--- src/rtl/measurement_gate_ctrl.sv ---
// Gated acquisition sequencer between the tag stream and user_sample.
// Opens trigger-started time windows, masks lanes outside them and tracks run progress.
module measurement_gate_ctrl #(
  parameter int WORD_WIDTH = 4
) (
  input  logic                           clk,
  input  logic                           rst,
  input  logic                           s_axis_tvalid,
  output logic                           s_axis_tready,
  input  logic [64*WORD_WIDTH-1:0]       s_axis_tagtime,
  input  logic signed [6*WORD_WIDTH-1:0] s_axis_channel,
  input  logic [WORD_WIDTH-1:0]          s_axis_tkeep,
  output logic                           m_axis_tvalid,
  output logic [64*WORD_WIDTH-1:0]       m_axis_tagtime,
  output logic signed [6*WORD_WIDTH-1:0] m_axis_channel,
  output logic [WORD_WIDTH-1:0]          m_axis_tkeep,
  input  logic                           cfg_start,
  input  logic                           cfg_abort,
  input  logic signed [5:0]              cfg_trig_channel,
  input  logic [63:0]                    cfg_window,
  input  logic [15:0]                    cfg_num_windows,
  output logic                           busy,
  output logic                           done,
  output logic [15:0]                    windows_done,
  output logic [31:0]                    tags_passed
);

  typedef enum logic [1:0] {IDLE, ARMED, ACTIVE} state_t;

  state_t                 state, state_next;
  logic signed [5:0]      trig;
  logic [63:0]            window;
  logic [15:0]            num_windows;
  logic [63:0]            t_end, t_end_next;
  logic [15:0]            wd_next;
  logic [31:0]            tags_next;
  logic                   done_next;
  logic [WORD_WIDTH-1:0]  pass;
  logic [WORD_WIDTH-1:0]  from_trig;
  logic                   seen;
  logic                   close;
  logic [63:0]            trig_t;
  logic [63:0]            cand_end;
  logic [32:0]            sum;

  assign s_axis_tready = 1'b1;

  always_comb begin
    state_next = state;
    t_end_next = t_end;
    wd_next    = windows_done;
    tags_next  = tags_passed;
    done_next  = 1'b0;
    pass       = '0;
    close      = 1'b0;
    seen       = 1'b0;
    trig_t     = '0;
    from_trig  = '0;
    sum        = '0;

    // from_trig marks the trigger lane and every lane after it
    for (int i = 0; i < WORD_WIDTH; i++) begin
      if (!seen && s_axis_tkeep[i] && (s_axis_channel[6*i +: 6] == trig)) begin
        seen   = 1'b1;
        trig_t = s_axis_tagtime[64*i +: 64];
      end
      from_trig[i] = seen;
    end
    cand_end = trig_t + window;

    if (cfg_abort) begin
      state_next = IDLE;
    end else begin
      case (state)
        IDLE: begin
          if (cfg_start) begin
            state_next = ARMED;
            wd_next    = '0;
            tags_next  = '0;
          end
        end
        ARMED: begin
          if (s_axis_tvalid && seen) begin
            for (int i = 0; i < WORD_WIDTH; i++) begin
              if (from_trig[i] && s_axis_tkeep[i]) begin
                if (s_axis_tagtime[64*i +: 64] < cand_end) pass[i] = 1'b1;
                else                                       close   = 1'b1;
              end
            end
            if (!close) begin
              state_next = ACTIVE;
              t_end_next = cand_end;
            end
          end
        end
        ACTIVE: begin
          if (s_axis_tvalid) begin
            for (int i = 0; i < WORD_WIDTH; i++) begin
              if (s_axis_tkeep[i]) begin
                if (s_axis_tagtime[64*i +: 64] < t_end) pass[i] = 1'b1;
                else                                    close   = 1'b1;
              end
            end
          end
        end
        default: state_next = IDLE;
      endcase
    end

    // A close re-arms for the next word, so triggers in the closing word are ignored
    if (close) begin
      wd_next = windows_done + 16'd1;
      if (wd_next == num_windows) begin
        state_next = IDLE;
        done_next  = 1'b1;
      end else begin
        state_next = ARMED;
      end
    end

    sum = {1'b0, tags_next};
    for (int i = 0; i < WORD_WIDTH; i++) begin
      sum = sum + {32'd0, pass[i]};
    end
    tags_next = sum[32] ? 32'hFFFF_FFFF : sum[31:0];
  end

  always_ff @(posedge clk) begin
    if (rst) begin
      state          <= IDLE;
      trig           <= '0;
      window         <= '0;
      num_windows    <= '0;
      t_end          <= '0;
      windows_done   <= '0;
      tags_passed    <= '0;
      busy           <= 1'b0;
      done           <= 1'b0;
      m_axis_tvalid  <= 1'b0;
      m_axis_tagtime <= '0;
      m_axis_channel <= '0;
      m_axis_tkeep   <= '0;
    end else begin
      state          <= state_next;
      t_end          <= t_end_next;
      windows_done   <= wd_next;
      tags_passed    <= tags_next;
      busy           <= (state_next != IDLE);
      done           <= done_next;
      m_axis_tvalid  <= s_axis_tvalid;
      m_axis_tagtime <= s_axis_tagtime;
      m_axis_channel <= s_axis_channel;
      m_axis_tkeep   <= s_axis_tkeep & pass;
      if (state == IDLE && cfg_start && !cfg_abort) begin
        trig        <= cfg_trig_channel;
        window      <= cfg_window;
        num_windows <= (cfg_num_windows == 16'd0) ? 16'd1 : cfg_num_windows;
      end
    end
  end

endmodule
--- config.mk ---
export PLATFORM = sky130hd
export DESIGN_NAME = measurement_gate_ctrl
export DESIGN_NICKNAME = d
export VERILOG_FILES = /design/src/rtl/measurement_gate_ctrl.sv
export SDC_FILE = /design/constraint.sdc
export NUM_CORES = 2
export LEC_CHECK = 0
export BUFFER_PORTS_ARGS = -buffer_cell sky130_fd_sc_hd__buf_2
export CAP_MARGIN = 20
export CORE_MARGIN = 3
export CORE_UTILIZATION = 40
export CTS_CLUSTER_DIAMETER = 150
export DETAILED_ROUTE_END_ITERATION = 8
export SLEW_MARGIN = 5
export SYNTH_ARGS = -nofsm -noshare
export SYNTH_HDL_FRONTEND = slang
export SYNTH_SLANG_ARGS = --single-unit
--- constraint.sdc ---
create_clock -name clk -period 16.22 [get_ports clk]
set_input_delay 3.244 -clock clk [delete_from_list [all_inputs] [get_ports clk]]
set_output_delay 3.244 -clock clk [all_outputs]
set_load 0.03 [all_outputs]
==> run_results.csv <==
group,metric,value,unit
setup_path,end_kind,"flop",
power_and_ir_drop,combPwrFrac,19.8,%
floorplan,start_util,40.8,%
setup_path,crit_arrival,14.85,ns
power_and_ir_drop,cellPowerDensity,83.5,mW/mm2
synthesis,ys_ff_latch,487,
power_and_ir_drop,peakVddDrop,93.4,uV
sta,hold_viol_final,0,
placement,port_buffers,709,
drt,avgViaCountPerCell,5.67,
sta,fin_tns_setup,0,ns
final_layout,seqCellArea,0.00975,mm2
final_layout,layout_common_cells,"708 x buf_2, 565 x ha_1, 487 x dfxtp_1",
floorplan,io_pins,711,
floorplan,die_area,0.0848,mm2
clocking,cts_root_buf,"clkbuf_16",
floorplan,die-width,291,um
sta,period_share,88.3,%
clocking,hold_buffers,0,
synthesis,avgSynthCellArea,8.76,um2
placement,place_inst,5351,
clocking,clock_latency,0.61,ns
sta,max-slew-margin-rel,10.9,%
sta,worst_hold_slack,0.451,ns
clocking,numCtsBuffers,54,
drt,ant_nets,0,
run_status,status,"complete, no violations",
synthesis,synth_edf_count,0,
setup_path,worst_r2r_path_depth,40,
sta,max_freq,69.8,MHz
sta,drv_slew,0,
setup_path,crit_fanout,130,
final_layout,fin_cells,5459,
min_path,min-delay-start,"t_end[61]",
global_routing,grt_pass1_wl,193000,um
floorplan,coreArea,0.0798,mm2
sta,rsz0062_at_grt,"false",
drt,vias,30900,
setup_path,critPathKind,"input pin to flop",
power_and_ir_drop,power.internal,2.27,mW
power_and_ir_drop,power.leakage,17.4,nW
final_layout,syn2layout_area_growth,19.8,%
setup_path,reg2reg_to,"tags_passed[0]",
placement,dp_hpwl,104000,um
clocking,cts_resized,0,
clocking,postCtsSetupBuffers,0,
power_and_ir_drop,clkPwrFrac,41.3,%
power_and_ir_drop,total_power,3.26,mW
sta,tightest_slew,1.30,ns
clocking,cts_tree,"built",
min_path,min_path_cells,2,
drt,wirelength,131000,um
final_layout,multiInputGateArea,0.0218,mm2
power_and_ir_drop,switching_share,30.2,%
run,cap_violations,0,
floorplan,dieHeight,291,um
sta,layout_min_cycle_time,14.32,ns
synthesis,netlist.area_leader.share,30.0,%
synthesis,synth_top_cell_by_area,"dfxtp_1",
floorplan,core.rowCount,103,
final_layout,final_util,48.9,%
final_layout,nets,5302,
power_and_ir_drop,p_seq_share,38.9,%
synthesis,ys_seq_area_share,30.0,%
drt,dr.pass1.iters,7,
synthesis,ys.flop_type,"dfxtp_1",
clocking,clkSinkCount,487,
min_path,whs_endpoint,"t_end[61]",
synthesis,yosysUniqueCellTypes,90,
global_routing,overflow,0,
min_path,hold_path_class,"flop to flop",
placement,gp_congestion,0.960,
clocking,cts.reportedPaths.clkPinSlew,0.06,ns
setup_path,r2r_start,"trig[0]",
drt,drcViolationCount,0,
final_layout,fill_cells,7879,
sta,setup-violations-final,0,
global_routing,grt_usage,29.7,%
setup_path,max_stage_delay,0.71,ns
clocking,cts_max_level,2,
setup_path,startpoint_type,"input pin",
power_and_ir_drop,switchingPower,0.983,mW
synthesis,synthArstFlopShare,0,%
global_routing,grt_max_degree,131,
setup_path,slowest_stage,"nor4_1",
drt,drtIter0Drc,2331,
final_layout,drive_gt1_share,21.4,%
setup_path,required,16.74,ns
synthesis,synth_area_leaders,"dfxtp_1 30%, ha_1 22%, nor2b_1 6.2%",
global_routing,antenna_found_initial,9,
global_routing,grt_pass1_vias,29800,
synthesis,synth_area,0.0325,mm2
sta,fin_skew,0.0168,ns
final_layout,final_common_cell,"buf_2",
setup_path,cpMostUsedCell,"a21oi_1",
synthesis,synthCells,3716,
clocking,clk_path_buf_depth,3,
setup_path,rrSetupSlack,4.05,ns
synthesis,synth_fp_nets,4660,
synthesis,ys_warn_count,0,
drt,wl_per_cell,24.0,um
[state kept, by name (all words and copies together), names as in the netlist]
| signal | flops |
|---|---|
| tags_passed | 32 |
| m_axis_channel | 24 |
| t_end | 64 |
| busy | 1 |
| m_axis_tvalid | 1 |
| num_windows | 16 |
| windows_done | 16 |
| m_axis_tagtime | 256 |
| state | 2 |
| done | 1 |
| trig | 6 |
| m_axis_tkeep | 4 |
| window | 64 |
[worst max-delay path: cells and delay by family]
| kind | cells | cell delay [ns] |
|---|---|---|
| xor gates and xnor gates | 2 | 0.65 |
| adders and majority gates | 6 | 1.70 |
| AOI/OAI and AO/OA | 17 | 4.10 |
| and+or+nand+nor | 13 | 4.14 |
| buffers and inverters | 3 | 1.01 |
[area by class of cell]
| type | instances | area share, % |
|---|---|---|
| Tap cell | 1050 | 3.37 |
| Timing Repair Buffer | 730 | 9.57 |
| Sequential cell | 487 | 25.0 |
| Clock inverter | 24 | 0.832 |
| Inverter | 107 | 1.03 |
| Multi-Input combinational cell | 2978 | 56.0 |
| Clock buffer | 77 | 4.14 |
| Antenna cell | 6 | 0.0385 |
[logic make-up after synthesis]
group	Yosys count	synth area share [%]
AND/OR/NAND/NOR	1283	20.3
other	1	0.0115
AO/OA/AOI/OAI	927	18.4
XOR/XNOR	143	3.90
buffers and inverters	251	3.09
adder cells (fa/ha/maj)	572	22.1
flip-flops	487	30.0
multiplexers	52	2.22
[per-stage QoR]
stage                     area (um2)  setup slack, ns
after CTS                      38900             2.06
final                          39000             1.90
after detailed placement       37000             1.47
after global placement         37000             1.61
after floorplan                32500             3.96
after global routing           39000            0.774
[worst max-delay path by stage]
stage,start,to,depth (start not counted)
5_1_grt,s_axis_channel[1],tags_passed[13],41
6_report,s_axis_channel[1],tags_passed[0],41
4_1_cts,s_axis_channel[1],tags_passed[0],42
3_5_place_dp,s_axis_channel[1],tags_passed[3],42
3_3_place_gp,s_axis_channel[1],tags_passed[0],39
2_1_floorplan,s_axis_channel[4],tags_passed[10],40
[metal layers]
metal,up-vias,GRT usage (%),routed length (um)
li1,14800,-,-
met4,6,8.23,3800
met2,1258,49.4,60500
met3,226,5.42,10000
met5,-,0,38
met1,14700,39.3,56700
[power groups by stage]
stage	combinational (mW)	sequential, mW	clock [mW]
floorplan	0.300	1.36	0
global placement	0.632	1.29	0
detailed placement	0.636	1.29	0
CTS	0.640	1.27	1.37
global route	0.707	1.27	1.42
finish	0.645	1.27	1.35
[cells in the mapped netlist, drive strengths merged, types with 9 or more instances]
cell / number
a31oi: 18
nand2b: 22
a211o: 9
a2111oi: 18
a221oi: 12
a21oi: 375
xor2: 57
or3: 10
nor4: 24
a221o: 57
nor2b: 322
o21bai: 9
nor3: 40
o2111ai: 9
nor2: 177
a22oi: 28
nand3: 113
clkbuf: 120
dfxtp: 487
and2: 13
and4: 14
buf: 24
ha: 565
a211oi: 27
nand4: 92
xnor2: 85
o21a: 17
o21ai: 137
nand2: 386
inv: 107
or2: 16
o211ai: 20
a21o: 128
mux2: 49
and3: 30
Note: power is estimated with default switching activity, not from simulation.
